## src/rtl/st7735_init_sequencer.sv

```systemverilog
// ST7735 bring-up sequencer: pulses the panel reset, waits, then walks a command ROM
// issuing CMD/DATA bytes over a valid/ready handshake with embedded millisecond delays.
module st7735_init_sequencer #(
    parameter int CLOCK_SPEED_MHZ = 12,
    parameter int ROM_AW          = 6,
    parameter int RESET_PULSE_US  = 10,
    parameter int RESET_WAIT_MS   = 120
) (
    input  logic              SYSTEM_CLK,
    input  logic              SYSTEM_RST,
    input  logic              start,
    output logic              busy,
    output logic              done,
    output logic              err,
    output logic              LCD_RST_N,
    output logic [ROM_AW-1:0] rom_addr,
    input  logic [9:0]        rom_data,
    output logic              byte_valid,
    input  logic              byte_ready,
    output logic [7:0]        byte_data,
    output logic              byte_dc
);

    // Byte handshake: byte_valid/byte_data/byte_dc are held until a rising edge sees
    // byte_valid && byte_ready; byte_ready while byte_valid is low is ignored.
    localparam int                MS_CYCLES  = CLOCK_SPEED_MHZ * 1000;
    localparam int                PW         = $clog2(MS_CYCLES);
    localparam logic [PW-1:0]     MS_LAST    = PW'(MS_CYCLES - 1);
    localparam logic [PW-1:0]     PULSE_LAST = PW'(RESET_PULSE_US * CLOCK_SPEED_MHZ - 1);
    localparam logic [7:0]        WAIT_MS    = 8'(RESET_WAIT_MS);
    localparam logic [ROM_AW-1:0] LAST_ADDR  = '1;

    localparam logic [1:0] OP_CMD   = 2'b00;
    localparam logic [1:0] OP_DATA  = 2'b01;
    localparam logic [1:0] OP_DELAY = 2'b10;

    typedef enum logic [3:0] {
        S_IDLE, S_RST_LOW, S_RST_WAIT, S_FETCH, S_DECODE,
        S_SEND, S_DELAY, S_ADVANCE, S_DONE
    } state_t;

    state_t            state, next_state;
    logic [PW-1:0]     presc, next_presc;
    logic [7:0]        ms_left, next_ms_left;
    logic [ROM_AW-1:0] next_rom_addr;
    logic              next_busy, next_done, next_err, next_lcd_rst_n;
    logic              next_byte_valid, next_byte_dc;
    logic [7:0]        next_byte_data;

    always_ff @(posedge SYSTEM_CLK) begin
        if (SYSTEM_RST) begin
            state      <= S_IDLE;
            presc      <= '0;
            ms_left    <= '0;
            rom_addr   <= '0;
            busy       <= 1'b0;
            done       <= 1'b0;
            err        <= 1'b0;
            LCD_RST_N  <= 1'b1;
            byte_valid <= 1'b0;
            byte_data  <= '0;
            byte_dc    <= 1'b0;
        end else begin
            state      <= next_state;
            presc      <= next_presc;
            ms_left    <= next_ms_left;
            rom_addr   <= next_rom_addr;
            busy       <= next_busy;
            done       <= next_done;
            err        <= next_err;
            LCD_RST_N  <= next_lcd_rst_n;
            byte_valid <= next_byte_valid;
            byte_data  <= next_byte_data;
            byte_dc    <= next_byte_dc;
        end
    end

    always_comb begin
        next_state      = state;
        next_presc      = presc;
        next_ms_left    = ms_left;
        next_rom_addr   = rom_addr;
        next_busy       = busy;
        next_done       = done;
        next_err        = err;
        next_lcd_rst_n  = LCD_RST_N;
        next_byte_valid = byte_valid;
        next_byte_data  = byte_data;
        next_byte_dc    = byte_dc;
        case (state)
            S_IDLE, S_DONE: begin
                if (start) begin
                    next_state     = S_RST_LOW;
                    next_busy      = 1'b1;
                    next_done      = 1'b0;
                    next_err       = 1'b0;
                    next_rom_addr  = '0;
                    next_lcd_rst_n = 1'b0;
                    next_presc     = '0;
                end
            end
            S_RST_LOW: begin
                if (presc == PULSE_LAST) begin
                    next_lcd_rst_n = 1'b1;
                    next_presc     = '0;
                    next_ms_left   = WAIT_MS;
                    next_state     = (WAIT_MS == 8'd0) ? S_FETCH : S_RST_WAIT;
                end else begin
                    next_presc = presc + 1'b1;
                end
            end
            // Both waits share the prescaler; it is zeroed on entry so each ms is whole.
            S_RST_WAIT, S_DELAY: begin
                if (presc == MS_LAST) begin
                    next_presc   = '0;
                    next_ms_left = ms_left - 8'd1;
                    if (ms_left == 8'd1) begin
                        next_state = (state == S_RST_WAIT) ? S_FETCH : S_ADVANCE;
                    end
                end else begin
                    next_presc = presc + 1'b1;
                end
            end
            S_FETCH: next_state = S_DECODE;
            S_DECODE: begin
                case (rom_data[9:8])
                    OP_CMD, OP_DATA: begin
                        next_byte_valid = 1'b1;
                        next_byte_data  = rom_data[7:0];
                        next_byte_dc    = rom_data[8];
                        next_state      = S_SEND;
                    end
                    OP_DELAY: begin
                        if (rom_data[7:0] != 8'd0) begin
                            next_ms_left = rom_data[7:0];
                            next_presc   = '0;
                            next_state   = S_DELAY;
                        end else begin
                            next_state = S_ADVANCE;
                        end
                    end
                    default: begin
                        next_busy  = 1'b0;
                        next_done  = 1'b1;
                        next_state = S_DONE;
                    end
                endcase
            end
            S_SEND: begin
                if (byte_ready) begin
                    next_byte_valid = 1'b0;
                    next_state      = S_ADVANCE;
                end
            end
            S_ADVANCE: begin
                if (rom_addr == LAST_ADDR) begin
                    next_err   = 1'b1;
                    next_done  = 1'b1;
                    next_busy  = 1'b0;
                    next_state = S_DONE;
                end else begin
                    next_rom_addr = rom_addr + 1'b1;
                    next_state    = S_FETCH;
                end
            end
            default: next_state = S_IDLE;
        endcase
    end

endmodule

```

## config.mk

```make
export PLATFORM = sky130hd
export DESIGN_NAME = st7735_init_sequencer
export DESIGN_NICKNAME = d
export VERILOG_FILES = /design/src/rtl/st7735_init_sequencer.sv
export SDC_FILE = /design/constraint.sdc
export NUM_CORES = 1
export LEC_CHECK = 0
export CORE_MARGIN = 4
export CORE_UTILIZATION = 40
export DETAILED_ROUTE_END_ITERATION = 8
export GPL_TIMING_DRIVEN = 1
export PLACE_DENSITY = 0.71
export SYNTH_ARGS = -nofsm -noshare
export SYNTH_HDL_FRONTEND = slang
export SYNTH_SLANG_ARGS = --single-unit
```

## constraint.sdc

```tcl
create_clock -name SYSTEM_CLK -period 4.6 [get_ports SYSTEM_CLK]
set_input_delay 0.92 -clock SYSTEM_CLK [delete_from_list [all_inputs] [get_ports SYSTEM_CLK]]
set_output_delay 0.92 -clock SYSTEM_CLK [all_outputs]
set_load 0.02 [all_outputs]
```

# After elaboration in Yosys (flattened, before gate mapping)
# Index checks and enable logic that the tools add are counted.
# Widths: inputs -> output; s select.
[op_classes]
addsub = 3
n_mul = 0
n_div = 0
n_lt_le_gt_ge = 0
n_eq_ne = 25
shifts = 0
mux = 38
bitwise_logic = 0
n_reduce_logical = 22
[ops]
columns = ["operator", "n"]
rows = [
  ["$mux 14", 5],
  ["$pmux 14 s4", 1],
  ["$mux 8", 4],
  ["$pmux 4 s7", 1],
  ["$mux 4", 6],
  ["$pmux 8 s3", 1],
  ["$ne 2x2->1 const B", 10],
  ["$eq 4x3->1 const B", 4],
  ["$add 14x1->14 const B", 1],
  ["$eq 14x14->1 const B", 1],
  ["$eq 14x7->1 const B", 1],
  ["$mux 6", 2],
  ["$pmux 6 s2", 1],
  ["$reduce_and 3->1", 4],
  ["$mux 1", 10],
  ["$reduce_and 5->1", 2],
  ["$eq 4x2->1 const B", 2],
  ["$eq 8x1->1 const B", 1],
  ["$pmux 4 s2", 1],
  ["$reduce_and 4->1", 2],
  ["$reduce_bool 8->1", 1],
  ["$sub 8x1->8 const B", 1],
  ["$add 6x1->6 const B", 1],
  ["$eq 6x6->1 const B", 1],
  ["16 further kinds", 24],
]
[totals]
regBits = 46
latchBits = 0
ramBits = 0
romBits = 0
in_bits = 14
out_inout_bits = 20
word_cells = 99
mem_count = 0

# Longest topological paths before layout
# Gate-level depths: netlist (run 1).
[depth]
word_depth = 5
ltp_mapped = 8
depth_no_buf = 7

# Worst setup path after synthesis (run 1)
# No wires, ideal clock.
[synth_path]
path_type = "input-to-reg"
start = "input port rom_data[8]"
end = "register ms_left[0]"
setup_time_ns = 0.131
t_arrival_ns = 2.157
t_required_ns = 4.469
slack_ns = 2.312
path_stages = 6
path_buffers = 1
path_cell_list = "nand3b_1 -> a211o_1 -> buf_2 -> a21o_1 -> a2111oi_0 -> nor3_1"
[synth_via]
elab_chain_len = 3
[synth_lines]
columns = ["item", "line_no", "source"]
rows = [
  ["start: declaration", "17", "input logic [9:0] rom_data,"],
  ["$eq 2x2->1", "126", "case (rom_data[9:8])"],
  ["$ne 2x2->1 (no source line)", "--", ""],
  ["$reduce_and 5->1 (no source line)", "--", ""],
  ["end signal: assignment", "66", "ms_left <= next_ms_left;"],
  ["end: declaration", "44", "logic [7:0] ms_left, next_ms_left;"],
]
# No other way between the ends.
# A chain may end at the register's enable or synchronous reset.

# Worst setup path in the final report (run 1)
[layout_path]
start = "register state[2]"
end = "register presc[8]"
[layout_via]
elab_chain_len = 4
elab_cells_between_ends = 14
classes_between = "eq/ne: 8; mux: 1; reduce/logical: 5"
[layout_lines]
columns = ["item", "line_no", "source"]
rows = [
  ["start: declaration", "42", "state_t state, next_state;"],
  ["start signal: assignment", "64", "state <= next_state;"],
  ["$eq 4x2->1, or another cell as far along", "90", "case (state)"],
  ["$reduce_or 2->1", "90", ""],
  ["$reduce_bool 4->1 (no source line) / $ne 2x2->1 (equally long branches)", "--", ""],
  ["$reduce_and 4->1 (no source line)", "--", ""],
  ["end signal: assignment", "65", "presc <= next_presc;"],
  ["end: declaration", "43", "logic [PW-1:0] presc, next_presc;"],
]
# Parallel ways exist; a longest one is shown, timed or not.

==> flow_summary.ini, run 1 <==
[worst_setup_path]
critPathMaxFanout = 14
arrival_ps = 2980
path_class = reg2reg
start_kind = flop
required_ps = 4820
crit_path_end_kind = flop
ff2ff_path_depth = 5

[cts]
cts_tree = yes
post_cts_buffers = 0
holdBufCountCts = 0
numCtsBuffers = 5
htreeDepth = 2
clk_pin_slew_ps = 80
postCtsResizedCells = 0
clock_sinks = 46
cts-root-buf = clkbuf_8
clock_path_buffers = 2
clock_latency_ps = 300

[route]
first_iter_violations = 130
drt_first_pass_iters = 4
antenna_left = 0
drt-total-wl_mm = 6.13
vias_per_cell = 5.87
wl_per_cell_um = 15.4
vias = 2338
drc = 0

[synth]
synth-edff-count = 0
synth.distinct_cells = 68
synth.largest_area_cell = dfxtp_1
syn_area_um2 = 2590
synth_area_leaders = dfxtp_1, nor2_1, mux2i_1
ys_ff_latch = 46
synth_flop_cell = dfxtp_1
syn_nets = 316
syn_avg_cell_area_um2 = 8.68
synth-seq-area-share_pct = 35.6
synth_cells = 298
yosys_warnings = 0
ys_async_sr_fraction_pct = 0
netlist.area_leader.share_pct = 35.6

[sta]
final.min_clock_period_ps = 2770
setup_viol = 0
max_freq_mhz = 361
clock_skew_ps = 5.01
rsz0062_at_grt = no
tns_ps = 0
maxSlewViolCount = 0
maxSlewHeadroom_pct = 31.7
tightest_slew_ps = 1020
hold_viol = 0
post-route-period-util_pct = 60.2
worst_hold_slack_ps = 488

[floorplan]
die_w_um = 88.4
die_area_um2 = 7820
io_pins = 34
start_util_pct = 41.0
core_um2 = 6310
core.rowCount = 29
die_h_um = 88.4

[job]
cap_violations = 0

[grt]
grt_first_pass_wirelength_mm = 10.7
grt_use_met1_pct = 23.0
antenna_found_initial = 0
grt_max_degree = 20
use_met3_pct = 4.56
overflow = 0
grt_pass1_vias = 2284
grtUsageMet2_pct = 26.0
track_usage_pct = 17.1
grt-busiest-layer = met2

[worst_hold_path]
min_path_cells = 2
min_path_type = reg2reg

[placed_design]
detailed_place.area_um2 = 2900
gp_congestion = 0.896
port_buffers = 33
dpl.hpwl_mm = 4.40

[cells_and_area]
antennaDiodeCount = 0
area_growth_pct = 16.4
nFillCells = 628
final_util_pct = 47.7
fin_area_um2 = 3010
drive_gt1_share_pct = 7.79
fin_nets = 339

[pwr]
power_mw = 1.37
vdd_drop_max_mv = 0.253
p_per_area_nw_per_um2 = 455
power.leakage_nw = 0.977

[outcome]
status = finished, final reports clean
## cell usage in the layout (no fill, tap or decap), types with 8 or more instances in the layout
cell type / Yosys / final
a21oi_1: 17 / 17
clkdlybuf4s50_1: 0 / 33
dfxtp_1: 46 / 46
mux2i_1: 9 / 9
nand2_1: 15 / 15
nand3_1: 8 / 8
nor2_1: 35 / 35
nor3_1: 13 / 13
xnor2_1: 8 / 8
xor2_1: 9 / 9
## state kept, by name, indices dropped and copies added, names as in the netlist
name and count:
LCD_RST_N 1, presc 14, ms_left 8, byte_valid 1, err 1, byte_dc 1
byte_data 8, rom_addr 6, state 4, busy 1, done 1
## layout make-up
type / instances / area (um^2) / area share [%]
well taps: 77 / 96.3 / 3.20
multi-input cells: 225 / 1500 / 50.0
inverters: 8 / 30.0 / 0.998
clock inverters: 1 / 30.0 / 0.998
clock buffers: 6 / 82.6 / 2.74
flip-flops and latches: 46 / 921 / 30.6
repair buffers: 35 / 345 / 11.5
## worst max-delay path, stage by stage, from the launching register on
cell	delay [ps]
dfxtp_1	590
nor4b_2	820
and3_1	560
a21oi_1	180
a21o_1	310
a311oi_1	210
## synthesized netlist by cell type, drive strengths merged (2+ instances only)
| cell type | instances |
|---|---|
| a2111oi | 5 |
| a211oi | 7 |
| a21o | 4 |
| a21oi | 18 |
| a22oi | 3 |
| a311oi | 4 |
| a31oi | 5 |
| a41oi | 3 |
| and2 | 2 |
| and2b | 2 |
| and3 | 3 |
| and4 | 3 |
| buf | 11 |
| clkbuf | 7 |
| dfxtp | 46 |
| ha | 4 |
| inv | 8 |
| mux2i | 9 |
| nand2 | 16 |
| nand3 | 8 |
| nand4 | 6 |
| nor2 | 36 |
| nor2b | 3 |
| nor3 | 13 |
| nor3b | 3 |
| nor4 | 5 |
| nor4b | 4 |
| nor4bb | 2 |
| o211ai | 5 |
| o21ai | 9 |
| o22ai | 2 |
| o31ai | 3 |
| or2 | 3 |
| or3 | 5 |
| or4 | 2 |
| xnor2 | 8 |
| xor2 | 9 |
## through the flow
step           worst slack [ps]  std cells
2_1_floorplan              2310        298
3_3_place_gp               1590        391
3_5_place_dp               1570        391
4_1_cts                    1820        398
5_1_grt                    1470        398
6_report                   1830        398
## metal layers
layer  up-vias  part of all wire (%)
met5         -                     0
met4         0                   2.5
met3        18                   5.5
met2        64                    45
met1      1108                    47
li1       1148                     -
## worst paths after layout
path                            slack [ps]             startpoint                     to
worst max-delay path                  1830  state[2]$_SDFFE_PP0P_  presc[8]$_SDFFE_PP0P_
worst min-delay path                   490      done$_SDFFE_PP0P_      done$_SDFFE_PP0P_
worst min register to register         490      done$_SDFFE_PP0P_      done$_SDFFE_PP0P_
worst max register to register        1830  state[2]$_SDFFE_PP0P_  presc[8]$_SDFFE_PP0P_
## logic make-up (layout without fill, tap and decap cells)
logic type,count (synthesis),after routing,share of synthesized area [%]
muxes,9,9,3.48
DFF,46,46,35.6
buffers and inverters,27,50,6.24
AOI/OAI and AO/OA,74,74,20.9
xor gates and xnor gates,17,17,5.76
and+or+nand+nor,121,121,26.1
adders and majority gates,4,4,1.94
## report_power, final
group | leakage, nW | total (mW) | switching, mW | internal [mW]
clock network | 0.0573 | 0.308 | 0.134 | 0.174
registers | 0.373 | 0.512 | 0.0692 | 0.443
logic | 0.547 | 0.548 | 0.328 | 0.220
total | 0.977 | 1.37 | 0.532 | 0.837
Power figures use the tool's default switching activity.
==> run 2, diff against run 1 <==
Settings changed: PLACE_DENSITY 0.71 to 0.73.
Clock period 4.6 ns to 2.3 ns, I/O delays scaled along.
==> flow_summary.ini, run 2 (synthesis results as in run 1) <==
[worst_setup_path]
start_kind = flop
path_cells = ha_2 > nor4bb_2 > and4_2 > o22a_1 > buf_4 > a21oi_1 > a311oi_1
crit_path_end_kind = flop
cp_top_family = simple AND/OR/NAND/NOR gates
required_ps = 2510
critPathMaxStageDelay_ps = 400
crit_slowest_cell = dfxtp_1
path_class = reg2reg
arrival_ps = 2340
crit_buf_inv = 1
critPathMaxFanout = 9

[sta]
tns_ps = 0
final.min_clock_period_ps = 2140
setup_viol = 0
rsz0062_at_grt = no
maxSlewViolCount = 0
hold_viol = 0
clock_skew_ps = 7.14
max_freq_mhz = 468
maxSlewHeadroom_pct = 68.9
tightest_slew_ps = 460
post-route-period-util_pct = 92.9
worst_hold_slack_ps = 479

[route]
first_iter_violations = 125
drt_first_pass_iters = 4
antenna_left = 0
drt-total-wl_mm = 6.16
drc = 0
wl_per_cell_um = 14.6
vias_per_cell = 5.70
vias = 2399

[pwr]
switchingPower_mw = 1.09
seqPwrFrac_pct = 36.1
intPower_mw = 1.65
power_mw = 2.74
p_per_area_nw_per_um2 = 868
sw_frac_of_total_pct = 39.7
vdd_drop_max_mv = 0.549
clockPowerShare_pct = 18.6
power.leakage_nw = 1.08
p_comb_share_pct = 45.2

[cells_and_area]
layout_commonest_cell = dfxtp_1
seqCellArea_um2 = 921
final_util_pct = 50.1
area_growth_pct = 22.3
largest_reg_flops = 14
drive_gt1_share_pct = 14.2
multiInputGateArea_um2 = 1510
fin_nets = 361
largest_registers = presc: 14 flops, byte_data: 8 flops, ms_left: 8 flops
regMostFlops = presc
antennaDiodeCount = 0
mostFrequentLayoutCells = dfxtp_1, nor2_1, clkdlybuf4s50_1
nFillCells = 623

[placed_design]
dpl.hpwl_mm = 4.56
gp_congestion = 0.860
port_buffers = 33

[cts]
clock_path_buffers = 2
holdBufCountCts = 0
clock_latency_ps = 300
clk_pin_slew_ps = 80
numCtsBuffers = 5
htreeDepth = 2
cts_tree = yes
cts-root-buf = clkbuf_8
clock_sinks = 46

[floorplan]
die_w_um = 88.4
core_um2 = 6310
die_h_um = 88.4
core.rowCount = 29
start_util_pct = 41.0
die_area_um2 = 7820
io_pins = 34

[grt]
overflow = 0
antenna_found_initial = 0
grt_first_pass_wirelength_mm = 10.6
track_usage_pct = 16.7
grt_pass1_vias = 2325
grt_max_degree = 25

[outcome]
status = finished, final reports clean

[job]
cap_violations = 0

[worst_hold_path]
min_path_type = reg2reg
[run 2: cell count changes in the layout (fill, tap and decap cells not counted), sizes merged]
cell    delta
buf       +22
bufinv     -1
clkbuf     +1
clkinv     +1
[run 2: power by group through the flow]
stage               combinational (mW)  sequential [mW]  clock [mW]
floorplan                        0.893             1.01           0
global placement                  1.20             1.00           0
detailed placement                1.23             1.01           0
CTS                               1.24            0.989       0.530
global route                      1.37             1.01       0.560
finish                            1.24            0.991       0.511
[run 2: per-stage QoR]
stage	instances	instance area, um^2	setup slack, ps
5_1_grt	421	3160	7.82
4_1_cts	421	3150	105
3_3_place_gp	413	3060	-68.5
3_5_place_dp	413	3060	-67.1
6_report	421	3160	164
2_1_floorplan	298	2590	425
[run 2: cell type report]
cell class	count	area share [%]
Multi-Input combinational cell	225	47.8
Sequential cell	46	29.1
Timing Repair Buffer	57	16.1
Tap cell	77	3.05
Clock buffer	7	2.73
Inverter	8	0.950
Clock inverter	1	0.158
[run 2: what timing repair did]
item / 4_1_cts / 5_1_grt
resized for setup: 0 / 2
buffers inserted: 0 / 0
endpoints found under the setup margin: 0 / 2
[run 2: worst reg2reg max path, stage by stage (launching register included)]
cell,delay (ps)
dfxtp_1,400
ha_2,240
nor4bb_2,310
and4_2,330
o22a_1,240
buf_4,200
a21oi_1,70
a311oi_1,240
[run 2: path summary, 6_finish.rpt]
kind                         start                       to  slack, ps  cells after the start
min reg2reg      done$_SDFFE_PP0P_        done$_SDFFE_PP0P_        480                      2
min              done$_SDFFE_PP0P_        done$_SDFFE_PP0P_        480                      2
max reg2reg  presc[0]$_SDFFE_PP0P_  ms_left[7]$_SDFFE_PP0P_        160                      7
max          presc[0]$_SDFFE_PP0P_  ms_left[7]$_SDFFE_PP0P_        160                      7
[run 2: metal layers]
metal / up-vias / part of all wire (%) / track usage, %
li1: 1195 / - / -
met1: 1148 / 50 / 23.5
met2: 51 / 45 / 26.3
met3: 5 / 4.1 / 2.79
met4: 0 / 0.96 / 5.08
met5: - / 0 / 0
==> run 3, diff against run 2 <==
Clock period 2.3 ns to 1.8 ns, I/O delays scaled along.
==> flow_summary.ini, run 3 (synthesis results as in run 1) <==
[route]
antenna_left = 0
drt-total-wl_mm = 8.14
first_iter_violations = 145
vias = 2677
vias_per_cell = 5.64
drc = 0
drt_first_pass_iters = 4
wl_per_cell_um = 17.1

[cts]
clock_latency_ps = 300
htreeDepth = 2
cts-root-buf = clkbuf_8
clock_path_buffers = 2
clk_pin_slew_ps = 100
numCtsBuffers = 5
clock_sinks = 46
cts_tree = yes
holdBufCountCts = 0

[grt]
grt_first_pass_wirelength_mm = 12.4
grt_max_degree = 25
overflow = 0
track_usage_pct = 19.7
grt_pass1_vias = 2560
antenna_found_initial = 0

[pwr]
p_per_area_nw_per_um2 = 1170
power.leakage_nw = 1.47
vdd_drop_max_mv = 0.592

[outcome]
violations = setup timing
status = finished with violations

[cells_and_area]
layout_commonest_cell = buf_4
antennaDiodeCount = 0
area_growth_pct = 52.6
final_util_pct = 62.5
largest_registers = presc: 14 flops, byte_data: 8 flops, ms_left: 8 flops
regMostFlops = presc
fin_cells = 475
largest_reg_flops = 14
mostFrequentLayoutCells = buf_4, dfxtp_1, nor2_1
fin_nets = 415
drive_gt1_share_pct = 37.4

[floorplan]
die_area_um2 = 7820
io_pins = 34
core.rowCount = 29
die_h_um = 88.4
die_w_um = 88.4
core_um2 = 6310
start_util_pct = 41.0

[worst_setup_path]
crit_path_start = ms_left[3]$_SDFFE_PP0P_
critPathMaxStageDelay_ps = 560
crit_path_end_kind = flop
ff2ff_path_depth = 6
cp-endpoint = ms_left[6]$_SDFFE_PP0P_
arrival_ps = 2050
rr_endpoint = ms_left[6]$_SDFFE_PP0P_
critPathMaxFanout = 2
crit_slowest_cell = or4_4
start_kind = flop
path_cells = or4_4 > buf_4 > nor2_1 > xor2_1 > a2111oi_2 > nor3_1
required_ps = 1990
reg2reg_from = ms_left[3]$_SDFFE_PP0P_
path_class = reg2reg
r2r_slack_ps = -60

[sta]
post-route-period-util_pct = 103
fin_ws_ps = -56.8
max_freq_mhz = 539
setup_viol = 5
maxSlewHeadroom_pct = 70.8
rsz0062_at_grt = yes
clock_skew_ps = 16.3
tightest_slew_ps = 436
hold_viol = 0
final.min_clock_period_ps = 1860
tns_ps = -177
worst_hold_slack_ps = 459
maxSlewViolCount = 0

[worst_hold_path]
hp-start = rom_data[2]
min_path_type = in2reg

[job]
cap_violations = 0

[placed_design]
gp_congestion = 0.915
port_buffers = 33
place_inst = 457
pre_cts_ws_ps = -528
dpl.hpwl_mm = 5.22
run 3: cell count changes in the layout (fill, tap and decap cells not counted), moves of 4 or more:
cell	delta
clkdlybuf4s50_1	-8
buf_4	+47
dfxtp_1	-8
a2111oi_0	-4
a211oi_1	-6
nor4_1	-4
buf_6	+5
dlymetal6s2s_1	+5
a211oi_2	+5
dfxtp_2	+6
run 3: layer usage:
layer / global-route usage, % / part of all wire [%]
met2: 33.4 / 53
met4: 4.53 / 1.4
met1: 26.5 / 42
met5: 0 / 0
met3: 2.70 / 3.9
run 3: stage by stage:
step,cell area (um^2),total power [mW]
2_1_floorplan,2590,2.44
3_3_place_gp,3420,3.20
3_5_place_dp,3420,3.25
4_1_cts,3670,4.14
5_1_grt,3950,4.83
6_report,3950,4.61
run 3: critical path: cells and delay by family, from the launching register on:
kind | cells | cell delay, ps
AOI/OAI and AO/OA | 1 | 350
buffers and inverters | 1 | 170
xor gates and xnor gates | 1 | 110
and+or+nand+nor | 3 | 790
DFF | 1 | 320
run 3: final cells by class:
type | instances | area, um^2
fillers | 503 | 2370
clock buffers | 6 | 72.6
well taps | 77 | 96.3
repair buffers | 111 | 968
multi-input cells | 225 | 1830
inverters | 8 | 30.0
flip-flops and latches | 46 | 936
clock inverters | 2 | 13.8
run 3: power by group:
group	internal, mW	switching, mW
combinational	1.29	1.40
clock	0.275	0.369
sequential	1.14	0.137
run 3: how the worst min path moves through the flow:
stage / depth (start not counted) / end / slack (ps)
2_1_floorplan: 2 / ms_left[2]$_SDFFE_PP0P_ / 490
3_3_place_gp: 2 / done$_SDFFE_PP0P_ / 460
3_5_place_dp: 2 / byte_valid$_SDFFE_PP0P_ / 480
4_1_cts: 2 / rom_addr[1]$_SDFFE_PP0P_ / 500
5_1_grt: 4 / byte_data[4]$_SDFFE_PP0P_ / 490
6_report: 4 / byte_data[2]$_SDFFE_PP0P_ / 460
run 3: what timing repair did:
| action | in CTS | in global routing |
|---|---|---|
| setup endpoints to repair | 26 | 37 |
| resized for setup | 44 | 42 |
| setup buffers | 1 | 9 |
| cloned | 0 | 0 |
| pin swaps | 22 | 24 |
==> edit 1 (config.mk and constraints of run 2) <==
Set the parameter `CLOCK_SPEED_MHZ` to 13 (it was 12).
--- a/src/rtl/st7735_init_sequencer.sv
+++ b/src/rtl/st7735_init_sequencer.sv
@@ -2,5 +2,5 @@
 // issuing CMD/DATA bytes over a valid/ready handshake with embedded millisecond delays.
 module st7735_init_sequencer #(
-    parameter int CLOCK_SPEED_MHZ = 12,
+    parameter int CLOCK_SPEED_MHZ = 13,
     parameter int ROM_AW          = 6,
     parameter int RESET_PULSE_US  = 10,
Check against the original RTL: no difference found for any inputs over 10 cycles, from zero or initial values and one cycle with SYSTEM_RST high; that may be too few to reach the edited logic, so the function may still have changed.
==> edit 1 against run 2 <==
  * Worst hold slack lost 20 ps
  * Sequential cell count is the same
  * Die area shrank 3.9%
  * Count of clock-buffer cells in the layout shrank 1
  * Worst setup slack lost 6.5 ps
  * First-iteration DRC count shrank 8.0%
  * Design area shrank 0.55%
  * Final cell count shrank 0.24%
  * Routed wire length grew 1.6%
  * Power shrank 3.7%
  * Area after synthesis shrank 4.3%
  * Critical endpoint is now ms_left[4]$_SDFFE_PP0P_
  * Largest cell class unchanged
  * Highest routed layer unchanged
==> edit 1: results (changes against run 2) <==
Inserted Clock Buffers 5 (unchanged); Synthesized Nets 308 (was 316); Layout Nets 363 (was 361); Cell variety after synth 56 (was 68); total wire length 6260 um (was 6163 um); Worst-path clk slew 90 ps; hpwl dp 4622 um (was 4559 um); gr usage total 16.98% (was 16.74%); Post-synth top cells dfxtp_1, nor2_1, a21oi_1 (unchanged); H-tree depth 2 (unchanged); Slew HR 54.16% (was 68.90%); clk root buf clkbuf_8 (unchanged); layout cells sized above 1 14.78% (was 14.24%); Worst Setup SP state[0]$_SDFFE_PP0P_ (was presc[0]$_SDFFE_PP0P_); status finished clean (unchanged); ant diodes 0 (unchanged); GP Congestion 0.9314 (was 0.8596); # Post-CTS Setup Buffers 0 (unchanged); First-pass DRT Iterations 4 (unchanged); PortBufs 33 (unchanged); Crit Path Max Fanout 12 (was 9); sequential fraction of the synthesis area 37.21% (was 35.61%); vias in the first global route 2198 (was 2325); largest cells by area after synthesis dfxtp_1, a21oi_1, nor2_1, mux2i_1, o21ai_0 (was dfxtp_1, nor2_1, mux2i_1, a21oi_1, xor2_1); leakage 1.081 nW (was 1.075 nW); YS warnings 0 (unchanged); wire length of the first global-routing pass 10430 um (was 10630 um); worst clock skew 7.150 ps (was 7.145 ps); 1st-iter DRT viols 115 (was 125); vias per inst 5.552 (was 5.698); largest net degree at the start of global routing 24 (was 25); Peak VDD IR 426.4 uV (was 548.6 uV); initial antenna violation count 0 (unchanged); CTS Buffer Depth 2 (unchanged); dominant synthesized flop cell dfxtp_1 (unchanged); fill cell count 573 (was 623); Hold WC Path Type reg -> reg (unchanged); asr flop ratio synth 0% (unchanged); Hold Crit Start done$_SDFFE_PP0P_ (unchanged); Top Registers presc (14), byte_data (8), ms_left (8) (unchanged)
edit 1: cell types whose count changed after synthesis, moves of 5 or more:
cell      delta
a21oi_1     +12
nor3_1       -8
o211ai_1     -5
o21ai_0      +9
edit 1: area by class of cell:
cell class | count | area (um^2) | share of cell area (%)
well taps | 75 | 93.84 | 2.984
flip-flops and latches | 46 | 920.9 | 29.29
clock inverters | 2 | 12.51 | 0.3979
repair buffers | 63 | 555.5 | 17.67
inverters | 8 | 30.03 | 0.9550
multi-input cells | 220 | 1449 | 46.08
clock buffers | 6 | 82.58 | 2.626
edit 1: cells by family (layout without fill, tap and decap cells):
kind of cell             Yosys count  in the layout  share of synthesized area (%)
multiplexers                      10             10                          4.045
adder cells (fa/ha/maj)            5              5                          2.528
flip-flops                        46             46                          37.21
XOR/XNOR                          11             11                          3.893
buffers and inverters             23             79                          4.550
AND/OR/NAND/NOR                  107            107                          24.12
AO/OA/AOI/OAI                     87             87                          23.66
edit 1: final timing paths:
| kind | end | depth (start not counted) | slack, ps |
|---|---|---|---|
| setup reg to reg | ms_left[4]$_SDFFE_PP0P_ | 5 | 160 |
| setup / recovery | ms_left[4]$_SDFFE_PP0P_ | 5 | 160 |
| hold / removal | done$_SDFFE_PP0P_ | 2 | 460 |
| hold reg to reg | done$_SDFFE_PP0P_ | 2 | 460 |
edit 1: per-stage QoR:
step | TNS, ps | instance area, um^2 | setup slack [ps] | power [mW] | instances
after global routing | 0 | 3144 | 44.73 | 2.826 | 420
after detailed placement | -799.6 | 3048 | -166.3 | 2.111 | 412
after CTS | 0 | 3143 | 162.4 | 2.642 | 420
final | 0 | 3144 | 157.3 | 2.643 | 420
after global placement | -501.7 | 3048 | -66.94 | 2.100 | 412
after floorplan | 0 | 2475 | 318.4 | 1.813 | 289
edit 1: repair_timing:
item | CTS | global route
hold endpoints to repair | 0 | 0
setup endpoints to repair | 0 | 1
gates resized for setup | 0 | 1
edit 1: where the power goes:
part | leakage, nW | total, mW | internal (mW) | switching, mW
Clock | 0.0472 | 0.520 | 0.242 | 0.278
Combinational | 0.661 | 1.12 | 0.504 | 0.616
Sequential | 0.373 | 1.00 | 0.887 | 0.116
Total | 1.08 | 2.64 | 1.63 | 1.01
edit 1: layer usage:
layer,GRT usage (%),share of wire (%)
met1,23.07,49
met2,27.33,45
met3,3.137,4.3
met4,5.099,1.6
met5,0,0
edit 1: worst max-delay path, stage by stage (launching register included):
cell and delay, ps:
dfxtp_1 400, or4b_2 720, o211ai_2 250, and2_2 320
a21oi_1 100, a311oi_1 250
==> edit 2 (flow settings as in run 2) <==
Without the edit above. Re-encode `state_t` (9 states) as one-hot, 9 bits wide.
--- a/src/rtl/st7735_init_sequencer.sv
+++ b/src/rtl/st7735_init_sequencer.sv
@@ -35,7 +35,7 @@
     localparam logic [1:0] OP_DELAY = 2'b10;
 
-    typedef enum logic [3:0] {
-        S_IDLE, S_RST_LOW, S_RST_WAIT, S_FETCH, S_DECODE,
-        S_SEND, S_DELAY, S_ADVANCE, S_DONE
+    typedef enum logic [8:0] {
+        S_IDLE = 9'b000000001, S_RST_LOW = 9'b000000010, S_RST_WAIT = 9'b000000100, S_FETCH = 9'b000001000, S_DECODE = 9'b000010000,
+        S_SEND = 9'b000100000, S_DELAY = 9'b001000000, S_ADVANCE = 9'b010000000, S_DONE = 9'b100000000
     } state_t;
 
Check against the original RTL: no difference found for any inputs over 10 cycles, from zero or initial values and one cycle with SYSTEM_RST high; not proved beyond that.
==> edit 2 against run 2 <==
  * Sequential share of layout area up 1.2 points
  * Area after synthesis up 4.9%
  * Worst setup slack better by 14 ps
  * Die area up 4.5%
  * Design area up 6.6%
  * Clock skew up 7.1 ps
  * Power down 2.5%
  * Core utilization up 2.1 points
  * Synthesized cell count up 16%
  * Via count up 8.6%
  * Sequential cell count up 5
  * Routed wire length up 7.6%
  * Highest routed layer unchanged
==> edit 2: results (changes against run 2) <==
status finished clean (unchanged); Cell variety after synth 52 (was 68); Sw Share 37.61% (was 39.71%); met3 GRT Util 2.833% (was 2.793%); # resized after CTS 0 (unchanged); Worst Path Arrival ~2300 ps; placed instance count 464 (was 413); Peak VDD IR 288.0 uV (was 548.6 uV); H-tree depth 2 (unchanged); wire length of the first global-routing pass 11690 um (was 10630 um); Top Registers presc (14), state (9) (was presc (14), byte_data (8), ms_left (8)); vias per inst 5.473 (was 5.698); layout cells sized above 1 12.28% (was 14.24%); YS warnings 0 (unchanged); final non-filler cell total 476 (was 421); largest net degree at the start of global routing 18 (was 25); met1 usage 22.66% (was 23.52%); initial antenna violation count 0 (unchanged); M1 WL 3256 um (was 3055 um); CTS Buffer Depth 2 (unchanged); worst clock skew 14.24 ps (was 7.145 ps); Synthesized Nets 364 (was 316); dpl ws -55.39 ps (was -67.12 ps); Comb group 1.10 mW (was 1.24 mW); gr usage total 16.89% (was 16.74%); Top Family by Delay on Critical Path compound AO/OA/AOI/OAI gates (was simple AND/OR/NAND/NOR gates); power per cell area 794.0 nW/um^2 (was 867.7 nW/um^2); post-route cell area 3369 um^2 (was 3162 um^2); hpwl dp 4895 um (was 4559 um); sequential fraction of the synthesis area 37.62% (was 35.61%); DR WL met2 3018 um (was 2797 um); fill cell count 608 (was 623); Post-synth top cells dfxtp_1, nor2_1, nand2_1 (was dfxtp_1, nor2_1, a21oi_1); Crit path largest cell delay 400 ps (about the same); asr flop ratio synth 0% (unchanged); Clock Power Share 20.8% (was 18.6%); met3 wire len 218 um (was 251 um); largest cells by area after synthesis dfxtp_1, a21oi_1, nor2_1, nand2_1, xor2_1 (was dfxtp_1, nor2_1, mux2i_1, a21oi_1, xor2_1); Hold WC Path Type reg -> reg (unchanged); Slew HR 57.09% (was 68.90%); Crit Path Max Fanout 9 (unchanged); placed instance area 3228 um^2 (was 3062 um^2); Wirelength per Cell 13.93 um (was 14.64 um); worst skew pair latency 310 ps; leakage 1.193 nW (was 1.075 nW); Layout Nets 416 (was 361); met2 Track Usage GR 27.13% (was 26.31%); GP Congestion 0.8611 (was 0.8596); 1st-iter DRT viols 241 (was 125); Mapped Cells 346 (was 298); # Post-CTS Setup Buffers 0 (unchanged); Worst-path clk slew 100 ps (was 80 ps); vias in the first global route 2520 (was 2325)
edit 2: kinds of logic after synthesis:
logic type	share of synthesized area, %
fa+ha+maj	1.844
flops	37.62
buf+inv	4.656
mux	0.8298
compound gates	19.18
simple gates	31.67
xor+xnor	4.196
edit 2: area by class of cell:
class / count / area share, %
multi-input cells: 271 / 46.86
flip-flops and latches: 51 / 30.30
repair buffers: 62 / 16.26
well taps: 77 / 2.859
clock buffers: 6 / 2.451
inverters: 7 / 0.7798
clock inverters: 2 / 0.4827
edit 2: final timing paths:
check	start	endpoint	slack, ps	depth (start not counted)
min reg2reg	byte_dc$_SDFFE_PP0P_	byte_dc$_SDFFE_PP0P_	460	2
max reg2reg	presc[0]$_SDFFE_PP0P_	ms_left[5]$_SDFFE_PP0P_	180	8
min	byte_dc$_SDFFE_PP0P_	byte_dc$_SDFFE_PP0P_	460	2
max	presc[0]$_SDFFE_PP0P_	ms_left[5]$_SDFFE_PP0P_	180	8
